===== src/rtl/delay_line_writer.sv =====
// -----------------------------------------------------------------------------
// delay_line_writer
//   Write/recirculate side of one serial delay line. The line carries NCHAN
//   word-interleaved registers, LSB first, one bit per phase slot. Each slot
//   drives o_dl_gate with either the recirculated sense-amp bit or a new data
//   bit. One channel's word can be replaced per request. All other slots keep
//   recirculating.
//
//   Build option: define DLW_PARITY_EN to make the stored top bit the odd
//   parity of the lower WORD_BITS-1 data bits. In that build the top bit of
//   i_wr_data is ignored. Ports and timing are the same in both builds.
//
// Ports
//   i_clk       system clock; all state changes on the rising edge
//   i_rst       asynchronous, active-high reset
//   i_phase_en  one-clock strobe per phase slot
//   i_sync      frame mark; reloads the counters to (ch0, bit0)
//   i_dl_sa     sense-amp bit; valid while i_phase_en is high
//   i_wr_req    write request; hold it high until o_wr_ack
//   i_wr_chan   target channel; sampled when the request is accepted
//   i_wr_data   word to store; sampled when the request is accepted
//   o_wr_ack    one-clock pulse after the last bit of the word is driven
//   o_wr_err    one-clock pulse when i_sync aborts a write
//   o_busy      high while a write is armed or in progress
//   o_dl_gate   registered bit to the delay-line driver gate
//   o_phase     current channel slot counter
//   o_bit_cnt   current bit-time counter, 0..WORD_BITS-1
// -----------------------------------------------------------------------------
module delay_line_writer #(
   parameter int WORD_BITS = 26,
   parameter int NCHAN     = 4
) (
   input  logic                 i_clk,
   input  logic                 i_rst,
   input  logic                 i_phase_en,
   input  logic                 i_sync,
   input  logic                 i_dl_sa,
   input  logic                 i_wr_req,
   input  logic [1:0]           i_wr_chan,
   input  logic [WORD_BITS-1:0] i_wr_data,
   output logic                 o_wr_ack,
   output logic                 o_wr_err,
   output logic                 o_busy,
   output logic                 o_dl_gate,
   output logic [1:0]           o_phase,
   output logic [4:0]           o_bit_cnt
);

   typedef enum logic [1:0] {
      ST_IDLE    = 2'd0,
      ST_ARMED   = 2'd1,
      ST_WRITING = 2'd2,
      ST_DONE    = 2'd3
   } state_t;

   localparam logic [1:0] LP_PHASE_LAST = 2'(NCHAN - 1);
   localparam logic [4:0] LP_BIT_LAST   = 5'(WORD_BITS - 1);

   // Word image that is actually shifted onto the line.
   function automatic logic [WORD_BITS-1:0] f_store_word(input logic [WORD_BITS-1:0] d);
`ifdef DLW_PARITY_EN
      f_store_word = {~^d[WORD_BITS-2:0], d[WORD_BITS-2:0]};
`else
      f_store_word = d;
`endif
   endfunction

   state_t               r_state;
   logic [1:0]           r_chan;
   logic [WORD_BITS-1:0] r_sr;
   logic                 r_gate;
   logic                 r_ack;
   logic                 r_err;
   logic                 r_busy;
   logic [1:0]           r_phase;
   logic [4:0]           r_bit;

   state_t               w_state_nxt;
   logic [1:0]           w_chan_nxt;
   logic [WORD_BITS-1:0] w_sr_nxt;
   logic                 w_gate_nxt;
   logic                 w_ack_nxt;
   logic                 w_err_nxt;
   logic                 w_busy_nxt;
   logic [1:0]           w_phase_nxt;
   logic [4:0]           w_bit_nxt;
   logic                 w_slot_hit;

   // Next-state, counter and gate-bit decode.
   always_comb begin
      w_state_nxt = r_state;
      w_chan_nxt  = r_chan;
      w_sr_nxt    = r_sr;
      w_gate_nxt  = r_gate;
      w_ack_nxt   = 1'b0;
      w_err_nxt   = 1'b0;
      w_phase_nxt = r_phase;
      w_bit_nxt   = r_bit;
      w_slot_hit  = i_phase_en && (r_phase == r_chan);

      // Slot counters: SYNC wins over a plain advance.
      if (i_sync) begin
         w_phase_nxt = 2'd0;
         w_bit_nxt   = 5'd0;
      end else if (i_phase_en) begin
         if (r_phase == LP_PHASE_LAST) begin
            w_phase_nxt = 2'd0;
            w_bit_nxt   = (r_bit == LP_BIT_LAST) ? 5'd0 : (r_bit + 5'd1);
         end else begin
            w_phase_nxt = r_phase + 2'd1;
         end
      end else begin
         w_phase_nxt = r_phase;
         w_bit_nxt   = r_bit;
      end

      // Every strobe recirculates unless the FSM claims the slot below.
      if (i_phase_en) begin
         w_gate_nxt = i_dl_sa;
      end else begin
         w_gate_nxt = r_gate;
      end

      case (r_state)
         ST_IDLE: begin
            if (i_wr_req) begin
               w_state_nxt = ST_ARMED;
               w_chan_nxt  = i_wr_chan;
               w_sr_nxt    = f_store_word(i_wr_data);
            end else begin
               w_state_nxt = ST_IDLE;
            end
         end
         ST_ARMED: begin
            if (i_sync) begin
               w_state_nxt = ST_IDLE;
               w_err_nxt   = 1'b1;
            end else if (w_slot_hit && (r_bit == 5'd0)) begin
               w_gate_nxt  = r_sr[0];
               w_sr_nxt    = {1'b0, r_sr[WORD_BITS-1:1]};
               w_state_nxt = ST_WRITING;
            end else begin
               w_state_nxt = ST_ARMED;
            end
         end
         ST_WRITING: begin
            if (i_sync) begin
               // Abort: whatever was already written stays on the line.
               w_state_nxt = ST_IDLE;
               w_err_nxt   = 1'b1;
            end else if (w_slot_hit) begin
               w_gate_nxt = r_sr[0];
               w_sr_nxt   = {1'b0, r_sr[WORD_BITS-1:1]};
               // BIT_CNT equals the data bit index, because the write
               // started at bit 0 of this channel.
               if (r_bit == LP_BIT_LAST) begin
                  w_state_nxt = ST_DONE;
                  w_ack_nxt   = 1'b1;
               end else begin
                  w_state_nxt = ST_WRITING;
               end
            end else begin
               w_state_nxt = ST_WRITING;
            end
         end
         ST_DONE: begin
            // Wait for the request to drop so a held request is not re-accepted.
            if (!i_wr_req) begin
               w_state_nxt = ST_IDLE;
            end else begin
               w_state_nxt = ST_DONE;
            end
         end
         default: begin
            w_state_nxt = ST_IDLE;
         end
      endcase

      w_busy_nxt = (w_state_nxt == ST_ARMED) || (w_state_nxt == ST_WRITING);
   end

   // State, shift register, counters and registered outputs.
   always_ff @(posedge i_clk or posedge i_rst) begin
      if (i_rst) begin
         r_state <= ST_IDLE;
         r_chan  <= 2'd0;
         r_sr    <= '0;
         r_gate  <= 1'b0;
         r_ack   <= 1'b0;
         r_err   <= 1'b0;
         r_busy  <= 1'b0;
         r_phase <= 2'd0;
         r_bit   <= 5'd0;
      end else begin
         r_state <= w_state_nxt;
         r_chan  <= w_chan_nxt;
         r_sr    <= w_sr_nxt;
         r_gate  <= w_gate_nxt;
         r_ack   <= w_ack_nxt;
         r_err   <= w_err_nxt;
         r_busy  <= w_busy_nxt;
         r_phase <= w_phase_nxt;
         r_bit   <= w_bit_nxt;
      end
   end

   assign o_wr_ack  = r_ack;
   assign o_wr_err  = r_err;
   assign o_busy    = r_busy;
   assign o_dl_gate = r_gate;
   assign o_phase   = r_phase;
   assign o_bit_cnt = r_bit;

endmodule


===== config.mk =====
export PLATFORM = sky130hd
export DESIGN_NAME = delay_line_writer
export DESIGN_NICKNAME = d
export VERILOG_FILES = /design/src/rtl/delay_line_writer.sv
export SDC_FILE = /design/constraint.sdc
export NUM_CORES = 1
export LEC_CHECK = 0
export ABC_AREA = 1
export BUFFER_PORTS_ARGS = -buffer_cell sky130_fd_sc_hd__buf_2
export CORE_AREA = 5 5 69 71
export DETAILED_ROUTE_END_ITERATION = 12
export DIE_AREA = 0 0 74 76
export GPL_ROUTABILITY_DRIVEN = 0
export PLACE_DENSITY = 0.9
export SYNTH_ARGS = -nofsm -noshare
export SYNTH_HDL_FRONTEND = slang
export SYNTH_SLANG_ARGS = --single-unit
export TNS_END_PERCENT = 10

===== constraint.sdc =====
create_clock -name i_clk -period 5.01 [get_ports i_clk]
set_clock_uncertainty 0.15 [all_clocks]
set_input_delay 0.501 -clock i_clk [delete_from_list [all_inputs] [get_ports i_clk]]
set_output_delay 0.501 -clock i_clk [all_outputs]
set_load 0.03 [all_outputs]

==> flow_summary.json <==
{
  "grt_pass1_vias": 1885,
  "crit_type": "flop to flop",
  "place_inst": 347,
  "fin_crit_sh_pct": 46.7,
  "synth_commonest_cells": "nand2_1 (80), dfrtp_1 (41), nand4_1 (27), mux2_2 (25), inv_1 (19)",
  "num_io_pins": 45,
  "preCtsSetupSlack_ns": 2.65,
  "r2r_start": "r_state[0]",
  "hold_viol_final": 0,
  "ant_nets": 0,
  "grtUsageTotal_pct": 18.9,
  "crit_start": "r_state[0]",
  "ys_async_sr_fraction_pct": 100,
  "slowest_delay_ns": 1.02,
  "die_h_um": 76,
  "setup_tns_ns": 0,
  "maxCapViolCount": 0,
  "hold_path_class": "input port to async pin",
  "core_sq_um": 4170,
  "synth.avg_cell_area_sq_um": 8.87,
  "setup_viol": 0,
  "synth.distinct_cells": 25,
  "antenna_cells": 0,
  "clk_latency_ns": 0.29,
  "cp-start-kind": "flop",
  "place_hpwl_mm": 3.52,
  "setup_ws_ns": 2.67,
  "grt.overflow.total": 0,
  "post-cts-setup-buffer-count": 0,
  "max_slew_margin_pct": 26.9,
  "clockBufferDepth": 2,
  "crit_fanout": 29,
  "drive_gt1_share_pct": 29.7,
  "cts.clk_slew.worst_paths_ns": 0.08,
  "grt_max_degree": 42,
  "cts_inserted_buffers": 5,
  "cts_tree": "done",
  "crit_path_cell_trace": "inv_1, ha_1, mux2_2, nand4_1, nand2_1",
  "yosys.area.top_type": "dfrtp_1",
  "p_per_area_nw_per_um2": 541,
  "worst-path-buf-inv": 1,
  "crit_slowest_cell": "ha_1",
  "yosysMostFrequentCell": "nand2_1",
  "viasPerCell": 5.46,
  "htreeDepth": 2,
  "syn-num-nets": 303,
  "p_leak_nw": 1.42,
  "num_rows": 24,
  "remaining_drc_errors": 0,
  "syn_to_final_growth_pct": 14.5,
  "hold_buffers": 0,
  "worst_pin_slew_ns": 1.10,
  "ys_ff_latch": 41,
  "port_buffers": 44,
  "cts_sinks": 41,
  "drtIter0Drc": 108,
  "crit_required_ns": 5.04,
  "crit_family": "adder cells",
  "report.final.slew_viol_count": 0,
  "crit_arrival_ns": 2.37,
  "dr.pass1.iters": 4,
  "synth_edf_count": 0,
  "synthFlopType": "dfrtp_1",
  "netlist.area_leader.share_pct": 44.5,
  "dieArea_sq_um": 5620,
  "cts_resized": 0,
  "fin_cells": 355,
  "grt_pass1_wl_mm": 8.42,
  "hold_slack_ns": 0.168,
  "grt_setup_unrepaired": "false",
  "nets": 345,
  "max_freq_mhz": 428,
  "wl_per_cell_um": 13.9,
  "syn_inst": 260,
  "syn_area_sq_um": 2310,
  "start_util_pct": 55.2,
  "antenna_found_initial": 0,
  "ir_worst_vdd_mv": 0.224,
  "vias": 1938,
  "fill_cells": 360,
  "netlist_top_cells_area": "dfrtp_1 (44%), nand2_1 (13%), mux2_2 (12%), nand4_1 (7.3%), ha_1 (4.9%)",
  "drt_wl_total_mm": 4.95,
  "die_w_um": 74,
  "final.min_clock_period_ns": 2.34,
  "yosys_warnings": 0,
  "yosysSeqAreaShare_pct": 44.5,
  "cts_root_buf": "clkbuf_8",
  "status": "completed",
  "worstSetupEndpointType": "flop"
}
path summary, 6_finish.rpt:
path | to | slack, ns | depth (start not counted)
min in group i_clk | o_phase[0] | 0.29 | 2
worst min-delay path | o_bit_cnt[0] | 0.17 | 3
worst max register to register | r_sr[22] | 2.67 | 5
worst max-delay path | r_sr[22] | 2.67 | 5
max in group asynchronous | o_busy | 4.17 | 3
worst min register to register | r_sr[4] | 0.32 | 2
logic make-up after synthesis:
group / synth area share (%)
AO/OA/AOI/OAI: 4.07
multiplexers: 12.2
adder cells (fa/ha/maj): 4.88
XOR/XNOR: 0.760
buffers and inverters: 6.46
flip-flops: 44.5
AND/OR/NAND/NOR: 27.1
layout by cell type, fill, tap and decap left out:
cell type	instances
mux2_2	25
o21ai_2	1
nand4_1	27
ha_1	9
a21oi_2	1
dfrtp_1	41
buf_4	2
nand3_1	9
buf_2	44
nand2_4	2
o32ai_1	1
and2_1	1
xnor2_1	1
o21ai_0	3
inv_2	3
nor2_1	11
inv_1	19
clkinv_2	1
nand2_1	80
nor2_4	1
xor2_1	1
nand2_2	2
a21oi_1	9
clkbuf_8	7
a211oi_1	1
nand3_4	1
per-layer routing:
metal  global-route usage [%]  share of wire (%)
met1                     24.0                 42
met2                     30.6                 50
met3                     5.15                6.0
met4                     6.52                1.6
met5                        0                  0
metrics by stage:
step                      power [mW]  utilization (%)  cell area [sq um]
after global placement          1.16             60.9               2540
after global routing            1.55             63.3               2640
after detailed placement        1.20             60.9               2540
after floorplan                 1.08                -               2310
after CTS                       1.44             63.3               2640
final                           1.43             63.3               2640
power breakdown:
| group | total [mW] | switching, mW | leakage [nW] | internal [mW] |
|---|---|---|---|---|
| logic | 0.671 | 0.398 | 0.845 | 0.273 |
| registers | 0.521 | 0.0647 | 0.521 | 0.456 |
| clock network | 0.236 | 0.112 | 0.0542 | 0.125 |
| total | 1.43 | 0.575 | 1.42 | 0.854 |
flip-flops by register name, summed over array words and instances (netlist names), 2 cells and up:
signal and count:
o_phase 2, o_bit_cnt 5, r_chan 2, r_sr 26, r_state 2
worst reg2reg max path: cells and delay by family (launching register included):
family / cells / cell delay, ns
adders and majority gates: 1 / 1.02
DFF: 1 / 0.38
muxes: 1 / 0.43
buffers and inverters: 1 / 0.09
and+or+nand+nor: 2 / 0.16
layout make-up:
cell class	count	area [sq um]	area share, %
clock buffer	7	96.3	3.65
clock inverter	1	5.00	0.189
timing repair buffer	46	235	8.91
multi-input combinational	186	1130	42.8
tap	52	65.1	2.46
inverter	22	82.6	3.13
sequential	41	1030	38.8
No activity file was read; power rests on OpenSTA's default activity.
